### src/rtl/alu_rr_arbiter.sv
// Round-robin arbiter that shares one combinational ALU between NUM_REQ requesters.
// One op is in flight at a time; its result is held on the granted requester's response channel until accepted.
module alu_rr_arbiter #(
  parameter int NUM_REQ = 2,
  parameter int IDX_W   = $clog2(NUM_REQ)
) (
  input  logic                  clk_i,
  input  logic                  rst_i,
  input  logic [NUM_REQ-1:0]    req_valid_i,
  output logic [NUM_REQ-1:0]    req_ready_o,
  input  logic [NUM_REQ*32-1:0] req_a_i,
  input  logic [NUM_REQ*32-1:0] req_b_i,
  input  logic [NUM_REQ*5-1:0]  req_op_i,
  output logic [NUM_REQ-1:0]    resp_valid_o,
  input  logic [NUM_REQ-1:0]    resp_ready_i,
  output logic [31:0]           resp_result_o,
  output logic                  resp_flag_o,
  output logic                  busy_o,
  output logic [IDX_W-1:0]      grant_idx_o
);

  // state | meaning
  // IDLE  | arbitrating, ready pulsed to the round-robin winner
  // EXEC  | ALU evaluates latched operands, result registered
  // RESP  | response held to grant_idx_o until it is accepted
  typedef enum logic [1:0] {IDLE, EXEC, RESP} state_t;

  localparam logic [4:0] ALU_ADD  = 5'd0;
  localparam logic [4:0] ALU_SUB  = 5'd1;
  localparam logic [4:0] ALU_AND  = 5'd2;
  localparam logic [4:0] ALU_OR   = 5'd3;
  localparam logic [4:0] ALU_XOR  = 5'd4;
  localparam logic [4:0] ALU_SLL  = 5'd5;
  localparam logic [4:0] ALU_SRL  = 5'd6;
  localparam logic [4:0] ALU_SRA  = 5'd7;
  localparam logic [4:0] ALU_SLTS = 5'd8;
  localparam logic [4:0] ALU_SLTU = 5'd9;
  localparam logic [4:0] ALU_EQ   = 5'd10;
  localparam logic [4:0] ALU_NE   = 5'd11;
  localparam logic [4:0] ALU_LTS  = 5'd12;
  localparam logic [4:0] ALU_GES  = 5'd13;
  localparam logic [4:0] ALU_LTU  = 5'd14;
  localparam logic [4:0] ALU_GEU  = 5'd15;

  state_t             state_q, state_d;
  logic [IDX_W-1:0]   rr_ptr_q, rr_ptr_d;
  logic [IDX_W-1:0]   grant_q, grant_d;
  logic [31:0]        a_q, a_d, b_q, b_d;
  logic [4:0]         op_q, op_d;
  logic [31:0]        result_q, result_d;
  logic               flag_q, flag_d;

  logic               found;
  logic [IDX_W-1:0]   gnt;
  logic [NUM_REQ-1:0] ready_vec;
  logic [31:0]        sel_a, sel_b;
  logic [4:0]         sel_op;
  logic [31:0]        alu_result;
  logic               alu_flag;

  always_comb begin
    alu_result = '0;
    alu_flag   = 1'b0;
    case (op_q)
      ALU_ADD:  alu_result = a_q + b_q;
      ALU_SUB:  alu_result = a_q - b_q;
      ALU_AND:  alu_result = a_q & b_q;
      ALU_OR:   alu_result = a_q | b_q;
      ALU_XOR:  alu_result = a_q ^ b_q;
      ALU_SLL:  alu_result = a_q << b_q[4:0];
      ALU_SRL:  alu_result = a_q >> b_q[4:0];
      ALU_SRA:  alu_result = $unsigned($signed(a_q) >>> b_q[4:0]);
      ALU_SLTS: alu_result = {31'd0, ($signed(a_q) < $signed(b_q))};
      ALU_SLTU: alu_result = {31'd0, (a_q < b_q)};
      ALU_EQ:   alu_flag   = (a_q == b_q);
      ALU_NE:   alu_flag   = (a_q != b_q);
      ALU_LTS:  alu_flag   = ($signed(a_q) < $signed(b_q));
      ALU_GES:  alu_flag   = ($signed(a_q) >= $signed(b_q));
      ALU_LTU:  alu_flag   = (a_q < b_q);
      ALU_GEU:  alu_flag   = (a_q >= b_q);
      default: ;
    endcase
  end

  // First pass covers rr_ptr..NUM_REQ-1, second pass wraps to the low indices.
  always_comb begin
    found     = 1'b0;
    gnt       = '0;
    ready_vec = '0;
    sel_a     = '0;
    sel_b     = '0;
    sel_op    = '0;
    for (int p = 0; p < 2 * NUM_REQ; p++) begin
      if (!found && req_valid_i[p % NUM_REQ] &&
          ((p >= NUM_REQ) || (p >= int'(rr_ptr_q)))) begin
        found                     = 1'b1;
        gnt                       = IDX_W'(p % NUM_REQ);
        ready_vec[p % NUM_REQ]    = 1'b1;
        sel_a                     = req_a_i[32*(p % NUM_REQ) +: 32];
        sel_b                     = req_b_i[32*(p % NUM_REQ) +: 32];
        sel_op                    = req_op_i[5*(p % NUM_REQ) +: 5];
      end
    end
  end

  always_comb begin
    state_d      = state_q;
    rr_ptr_d     = rr_ptr_q;
    grant_d      = grant_q;
    a_d          = a_q;
    b_d          = b_q;
    op_d         = op_q;
    result_d     = result_q;
    flag_d       = flag_q;
    req_ready_o  = '0;
    resp_valid_o = '0;
    case (state_q)
      IDLE: begin
        if (found && !rst_i) begin
          req_ready_o = ready_vec;
          grant_d     = gnt;
          a_d         = sel_a;
          b_d         = sel_b;
          op_d        = sel_op;
          state_d     = EXEC;
        end
      end
      EXEC: begin
        result_d = alu_result;
        flag_d   = alu_flag;
        state_d  = RESP;
      end
      RESP: begin
        resp_valid_o[grant_q] = 1'b1;
        if (resp_ready_i[grant_q]) begin
          state_d  = IDLE;
          rr_ptr_d = (grant_q == IDX_W'(NUM_REQ - 1)) ? '0 : grant_q + IDX_W'(1);
        end
      end
      default: state_d = IDLE;
    endcase
  end

  always_ff @(posedge clk_i or posedge rst_i) begin
    if (rst_i) begin
      state_q  <= IDLE;
      rr_ptr_q <= '0;
      grant_q  <= '0;
      a_q      <= '0;
      b_q      <= '0;
      op_q     <= '0;
      result_q <= '0;
      flag_q   <= 1'b0;
    end else begin
      state_q  <= state_d;
      rr_ptr_q <= rr_ptr_d;
      grant_q  <= grant_d;
      a_q      <= a_d;
      b_q      <= b_d;
      op_q     <= op_d;
      result_q <= result_d;
      flag_q   <= flag_d;
    end
  end

  assign resp_result_o = result_q;
  assign resp_flag_o   = flag_q;
  assign busy_o        = (state_q != IDLE);
  assign grant_idx_o   = grant_q;

endmodule
### config.mk
export PLATFORM = sky130hd
export DESIGN_NAME = alu_rr_arbiter
export DESIGN_NICKNAME = d
export VERILOG_FILES = /design/src/rtl/alu_rr_arbiter.sv
export SDC_FILE = /design/constraint.sdc
export NUM_CORES = 1
export LEC_CHECK = 0
export ABC_AREA = 1
export ABC_CLOCK_PERIOD_IN_PS = 10400
export CAP_MARGIN = 25
export CORE_AREA = 4 4 269 139
export DETAILED_ROUTE_END_ITERATION = 12
export DIE_AREA = 0 0 273 143
export PLACE_DENSITY_LB_ADDON = 0.25
export SYNTH_ARGS = -nofsm -noshare
export SYNTH_HDL_FRONTEND = slang
export SYNTH_SLANG_ARGS = --single-unit
export TNS_END_PERCENT = 20
### constraint.sdc
create_clock -name clk_i -period 10.4 [get_ports clk_i]
set_input_delay 2.6 -clock clk_i [delete_from_list [all_inputs] [get_ports clk_i]]
set_output_delay 2.6 -clock clk_i [all_outputs]
set_load 0.03 [all_outputs]
; After elaboration in Yosys (flattened, before gate mapping)
; Index checks and enable logic that the tools add are counted.
[totals]
ff_bits = 106
in_bits = 144
out_inout_bits = 39
elab_cells = 95
[classes]
addsub = 3
order_cmp = 7
n_eq_ne = 21
shifts = 3
n_mux = 34
n_bitwise = 3
n_reduce_logical = 16
[op_table]
columns = op, count
row1 = one-hot mux 32 bit (10 select lines), 1
row2 = 2-to-1 mux 32 bit, 8
row3 = greater-or-equal comparator 32 bit, 2
row4 = less-than comparator 32 bit, 2
row5 = equality test 5 x 4 -> 1 bit (second input constant), 8
row6 = adder 32 bit, 1
row7 = AND 32 bit, 1
row8 = equality test 32 bit, 1
row9 = inequality test 32 bit, 1
row10 = bitwise OR 32 bit, 1
row11 = << shifter 32 x 5 -> 32 bit, 1
row12 = >> shifter 32 x 5 -> 32 bit, 1
row13 = >>> shifter 32 x 5 -> 32 bit, 1
row14 = subtractor 32 bit, 1
row15 = XOR 32 bit, 1
row16 = equality test 5 x 3 -> 1 bit (second input constant), 4
row17 = 2-to-1 mux 5 bit, 4
row18 = 2-to-1 mux 1 bit, 13
row19 = equality test 5 x 2 -> 1 bit (second input constant), 2
row20 = 2-to-1 mux 2 bit, 5
row21 = logical AND 1 bit, 6
row22 = one-hot mux 1 bit (6 select lines), 1
row23 = one-hot mux 2 bit (3 select lines), 1
row24 = AND reduction 2 bit, 3
row25 = 13 further kinds, 17

; Logic depth before layout (Yosys ltp)
[logic_depth]
word_depth = 15
depth_mapped = 21

; Worst setup path after synthesis
; No wires, ideal clock.
[synth_timing]
path_kind = in2out
start = input port rst_i
end = output port req_ready_o[0]
t_arrival_ns = 6.362
required_ns = 7.800
setup_slack_ns = 1.438
path_stages = 6
n_path_buf = 1
path_cell_list = inv_1 -> o211ai_1 -> inv_1 -> o211ai_1 -> inv_2 -> clkbuf_1
[synth_via]
elab_chain_cells = 4
[synth_rtl]
columns = item, line_no
row1 = start: declaration, 8  ; input logic rst_i,
row2 = zero test 1 bit (no source line), --
row3 = logical AND 1 bit, 119  ; if (found && !rst_i) begin
row4 = 2-to-1 mux 2 bit, 119
row5 = 2-to-1 mux 2 bit, 117  ; case (state_q)
row6 = end: declaration, 10  ; output logic [NUM_REQ-1:0] req_ready_o,
; Every way passes these cells.

; Worst setup path in the final report
; Same ends and word-level chain as after synthesis.

==> metrics.md <==
| Metric | Value |
|---|---|
| Status | `complete, no violations` |
| Clock Root Buffer | `sky130_fd_sc_hd__clkbuf_16` |
| Biggest fanout along the worst timing path | `70` |
| Wire length of the first global-routing pass | `between 100 and 150 mm` |
| Tightest hold margin | `around 0.48 ns` |
| Arrival time worst endpoint | `between 5 and 6 ns` |
| Maximum buffer depth of the clock tree | `2` |
| Least-Margin Pin Slew | `between 0.8 and 0.9 ns` |
| Met1 global-route usage | `0.5455` |
| Max Clock Skew | `0.01854 ns` |
| Cells after Synth | `approximately 2.4k` |
| Final net count | `roughly 2.7k` |
| Yosys top cell by area | `sky130_fd_sc_hd__nand2_1` |
| CTS tree | `yes` |
| Highest-utilization routing layer at the global route stage | `met1` |
| Share of layout cells above drive strength 1 | `0.03248` |
| Starting utilization of the core area | `0.3930` |
| Number of filler cells placed in the layout | `between 3k and 4k` |
| Total Routing Usage GR | `0.3484` |
| Number of antenna repair diodes | `0` |
| Commonest cells in the netlist | `sky130_fd_sc_hd__nand2_1 (847), sky130_fd_sc_hd__nand3_1 (285), sky130_fd_sc_hd__inv_1 (230)` |
| Final Hold Violating Endpoints | `0` |
| Total count of max-transition violations in the final report | `0` |
| Clock slew at the register clock pins of the worst setup and hold paths | `roughly 0.080 ns` |
| Switching Share | `0.6559` |
| Total Routed Length | `between 60 and 70 mm` |
| Maximum number of pins on one net before global-route repair | `between 70 and 80` |
| Number of placed instances with taps included | `~3.0k` |
| Number of standard cells in the layout, taps in and fillers out | `just under 3k` |
| Post-Synthesis Net Count | `2638` |
| Worst min-delay path class | `reg -> reg` |
| Worst reg2reg setup slack | `between 6 and 7 ns` |
| Leading post-synthesis cells by cell area | `sky130_fd_sc_hd__nand2_1 (23%), sky130_fd_sc_hd__dfrtp_1 (19%), sky130_fd_sc_hd__nand3_1 (10%)` |
| DRC | `0` |
| Layout overhead on the synthesized area | `17.08%` |
| Row cnt | `~50` |
| Total of max-cap violations | `0` |
| Clock share of power | `0.056` |
| Later-pin clock latency in the skew report | `approximately 0.40 ns` |
| Post-synth EDFFs | `0` |
| Weighted congestion reported at the end of routability-driven placement | `a little over 1` |
| Iter 0 DRT Violations | `2713` |
| Total via count in the routed design | `~17k` |
| Number of distinct library cells after synthesis | `52` |
| TritonCTS buffer count | `9` |
| Detailed-route wire length per cell | `between 20 and 25 um` |
| Hold buffer count at CTS | `0` |
| IO buf count | `~180` |
| Leakage power | `between 8 and 9 nW` |
| Post-synthesis average cell area | `5.785 um^2` |
| Chip Width | `roughly 270 um` |
| Logic gate share of total power | `0.799` |
| Nature of the critical path startpoint | `input pin` |
| Met3 layer usage reported by global route | `0.1254` |
| Final period util | `0.7578` |
| Register bit total from synthesis | `around 110` |
| Global-route congestion overflow total | `0` |
| DR vias/cell | `5.766` |
| Required time of the critical path | `about 7.8 ns` |
| 1st-pass router iterations | `6` |
| VDD IR max | `0.1590 mV` |
| Kind of end point of the critical path | `primary output` |
| Cell with the most instances after synthesis | `sky130_fd_sc_hd__nand2_1` |
| Maximum level of the CTS H-tree | `3` |
| Final min period | `~7.9 ns` |
| Rel. slew slack | `0.4278` |
| Clock sink count | `106` |
| Vias in the first global route | `15.23k` |
| Die span in y | `between 100 and 150 um` |
| DRT antenna net count | `0` |
| Global-route met2 utilization | `0.4541` |
| Fmax | `approximately 0.13 GHz` |
| Portion of the post-synthesis area used by sequential elements | `0.1915` |
| I/O pin count | `around 180` |
| Sw Pwr | `around 4.4 mW` |
| Count of warnings emitted by yosys | `0` |
| Placeable core area | `about 35000 um^2` |
| Final cell utilization of the core | `0.4601` |
| Power density over cell area | `~400 nW/um^2` |
| Detailed placement HPWL | `56.52 mm` |
| Unrepaired setup endpoints after global routing | `no` |
| Sum of negative setup slack | `0 ns` |
| Antenna violations before repair | `0` |
| Class of the most critical setup path | `in -> out` |
| Power Internal | `between 2 and 2.5 mW` |
| Top-area cell type share of the netlist area | `0.2295` |
| Total Die Area | `39040 um^2` |
| Post-Syn Area | `~14000 um^2` |
| Synth async-reset ratio | `1.000` |
| Count of instances resized after the clock tree is built | `0` |
| Final setup violation count | `0` |
| Sequential Power Share | `0.145` |
| Postcts setup bufs | `0` |
| Synth Flop Type | `sky130_fd_sc_hd__dfrtp_1` |
-- state kept, by name, summed over array words and instances (netlist names) --
name / cells
a_q: 32
b_q: 32
resp_result_o: 32
op_q: 5
state_q: 2
grant_idx_o: 1
resp_flag_o: 1
rr_ptr_q: 1
-- final cells by class --
class,count,area [um^2],area share
clock buffer,9,225.2,0.01388
clock inverter,7,70.07,0.004320
inverter,244,918.4,0.05662
multi-input combinational,1923,9731,0.5999
sequential,106,2656,0.1638
tap,484,605.6,0.03733
timing repair buffer,205,2014,0.1242
-- power groups by stage --
stage                     registers (mW)  clock network, mW  logic, mW
final                              0.965              0.372       5.32
after global routing               0.988              0.390       5.76
after CTS                          0.952              0.377       5.10
after detailed placement           0.958                  0       5.08
after global placement             0.951                  0       5.05
after floorplan                    0.893                  0       3.37
-- kinds of logic after synthesis --
| family | share of synthesized area |
|---|---|
| AND/OR/NAND/NOR | 0.4208 |
| AO/OA/AOI/OAI | 0.1871 |
| buffers and inverters | 0.1067 |
| flip-flops | 0.1915 |
| adder cells (fa/ha/maj) | 0.09049 |
| multiplexers | 0.002168 |
| XOR/XNOR | 0.001265 |
-- layout by cell type (no fill, tap or decap), types with 16 or more instances in the layout --
| master | synthesis | final |
|---|---|---|
| sky130_fd_sc_hd__nor3_1 | 28 | 28 |
| sky130_fd_sc_hd__o22ai_1 | 16 | 16 |
| sky130_fd_sc_hd__inv_1 | 230 | 228 |
| sky130_fd_sc_hd__nand2_1 | 847 | 847 |
| sky130_fd_sc_hd__o21ai_0 | 142 | 142 |
| sky130_fd_sc_hd__a22oi_1 | 70 | 70 |
| sky130_fd_sc_hd__nor2_1 | 152 | 151 |
| sky130_fd_sc_hd__nand4_1 | 32 | 32 |
| sky130_fd_sc_hd__a21oi_1 | 123 | 123 |
| sky130_fd_sc_hd__dfrtp_1 | 106 | 103 |
| sky130_fd_sc_hd__o211ai_1 | 30 | 30 |
| sky130_fd_sc_hd__nand3_1 | 285 | 285 |
| sky130_fd_sc_hd__ha_1 | 97 | 97 |
| sky130_fd_sc_hd__buf_4 | 4 | 21 |
| sky130_fd_sc_hd__clkdlybuf4s50_1 | 0 | 182 |
-- critical path: stages --
cell and delay [ns]:
sky130_fd_sc_hd__clkdlybuf4s50_1 0.44, sky130_fd_sc_hd__inv_4 0.58, sky130_fd_sc_hd__o211ai_1 0.19, sky130_fd_sc_hd__buf_4 0.38, sky130_fd_sc_hd__inv_1 0.21, sky130_fd_sc_hd__o211ai_1 0.12, sky130_fd_sc_hd__inv_2 0.07, sky130_fd_sc_hd__clkdlybuf4s50_1 0.66
-- metrics by stage --
step / setup slack [ns] / instance area, um^2 / power, mW
global route: 2.202 / 16220 / 7.133
finish: 2.519 / 16220 / 6.659
global placement: 2.473 / 15890 / 6.004
floorplan: 1.438 / 13850 / 4.266
CTS: 2.440 / 16190 / 6.432
detailed placement: 2.448 / 15890 / 6.036
-- final timing paths --
path,to,cells past startpoint,from
setup / recovery,req_ready_o[0],8,rst_i
hold / removal,resp_result_o[2],2,resp_result_o[2]
setup reg to reg,resp_result_o[11],14,b_q[2]
hold reg to reg,resp_result_o[2],2,resp_result_o[2]
max in group asynchronous,b_q[2],3,rst_i
min in group asynchronous,grant_idx_o,2,rst_i
-- layer usage --
layer  up-vias  routed length [um]
met1      8010               33700
met4         2                 773
met3        55                9841
li1       8089                   -
met2      1015               25410
met5         -                  96
(Power assumes the default switching activity.)
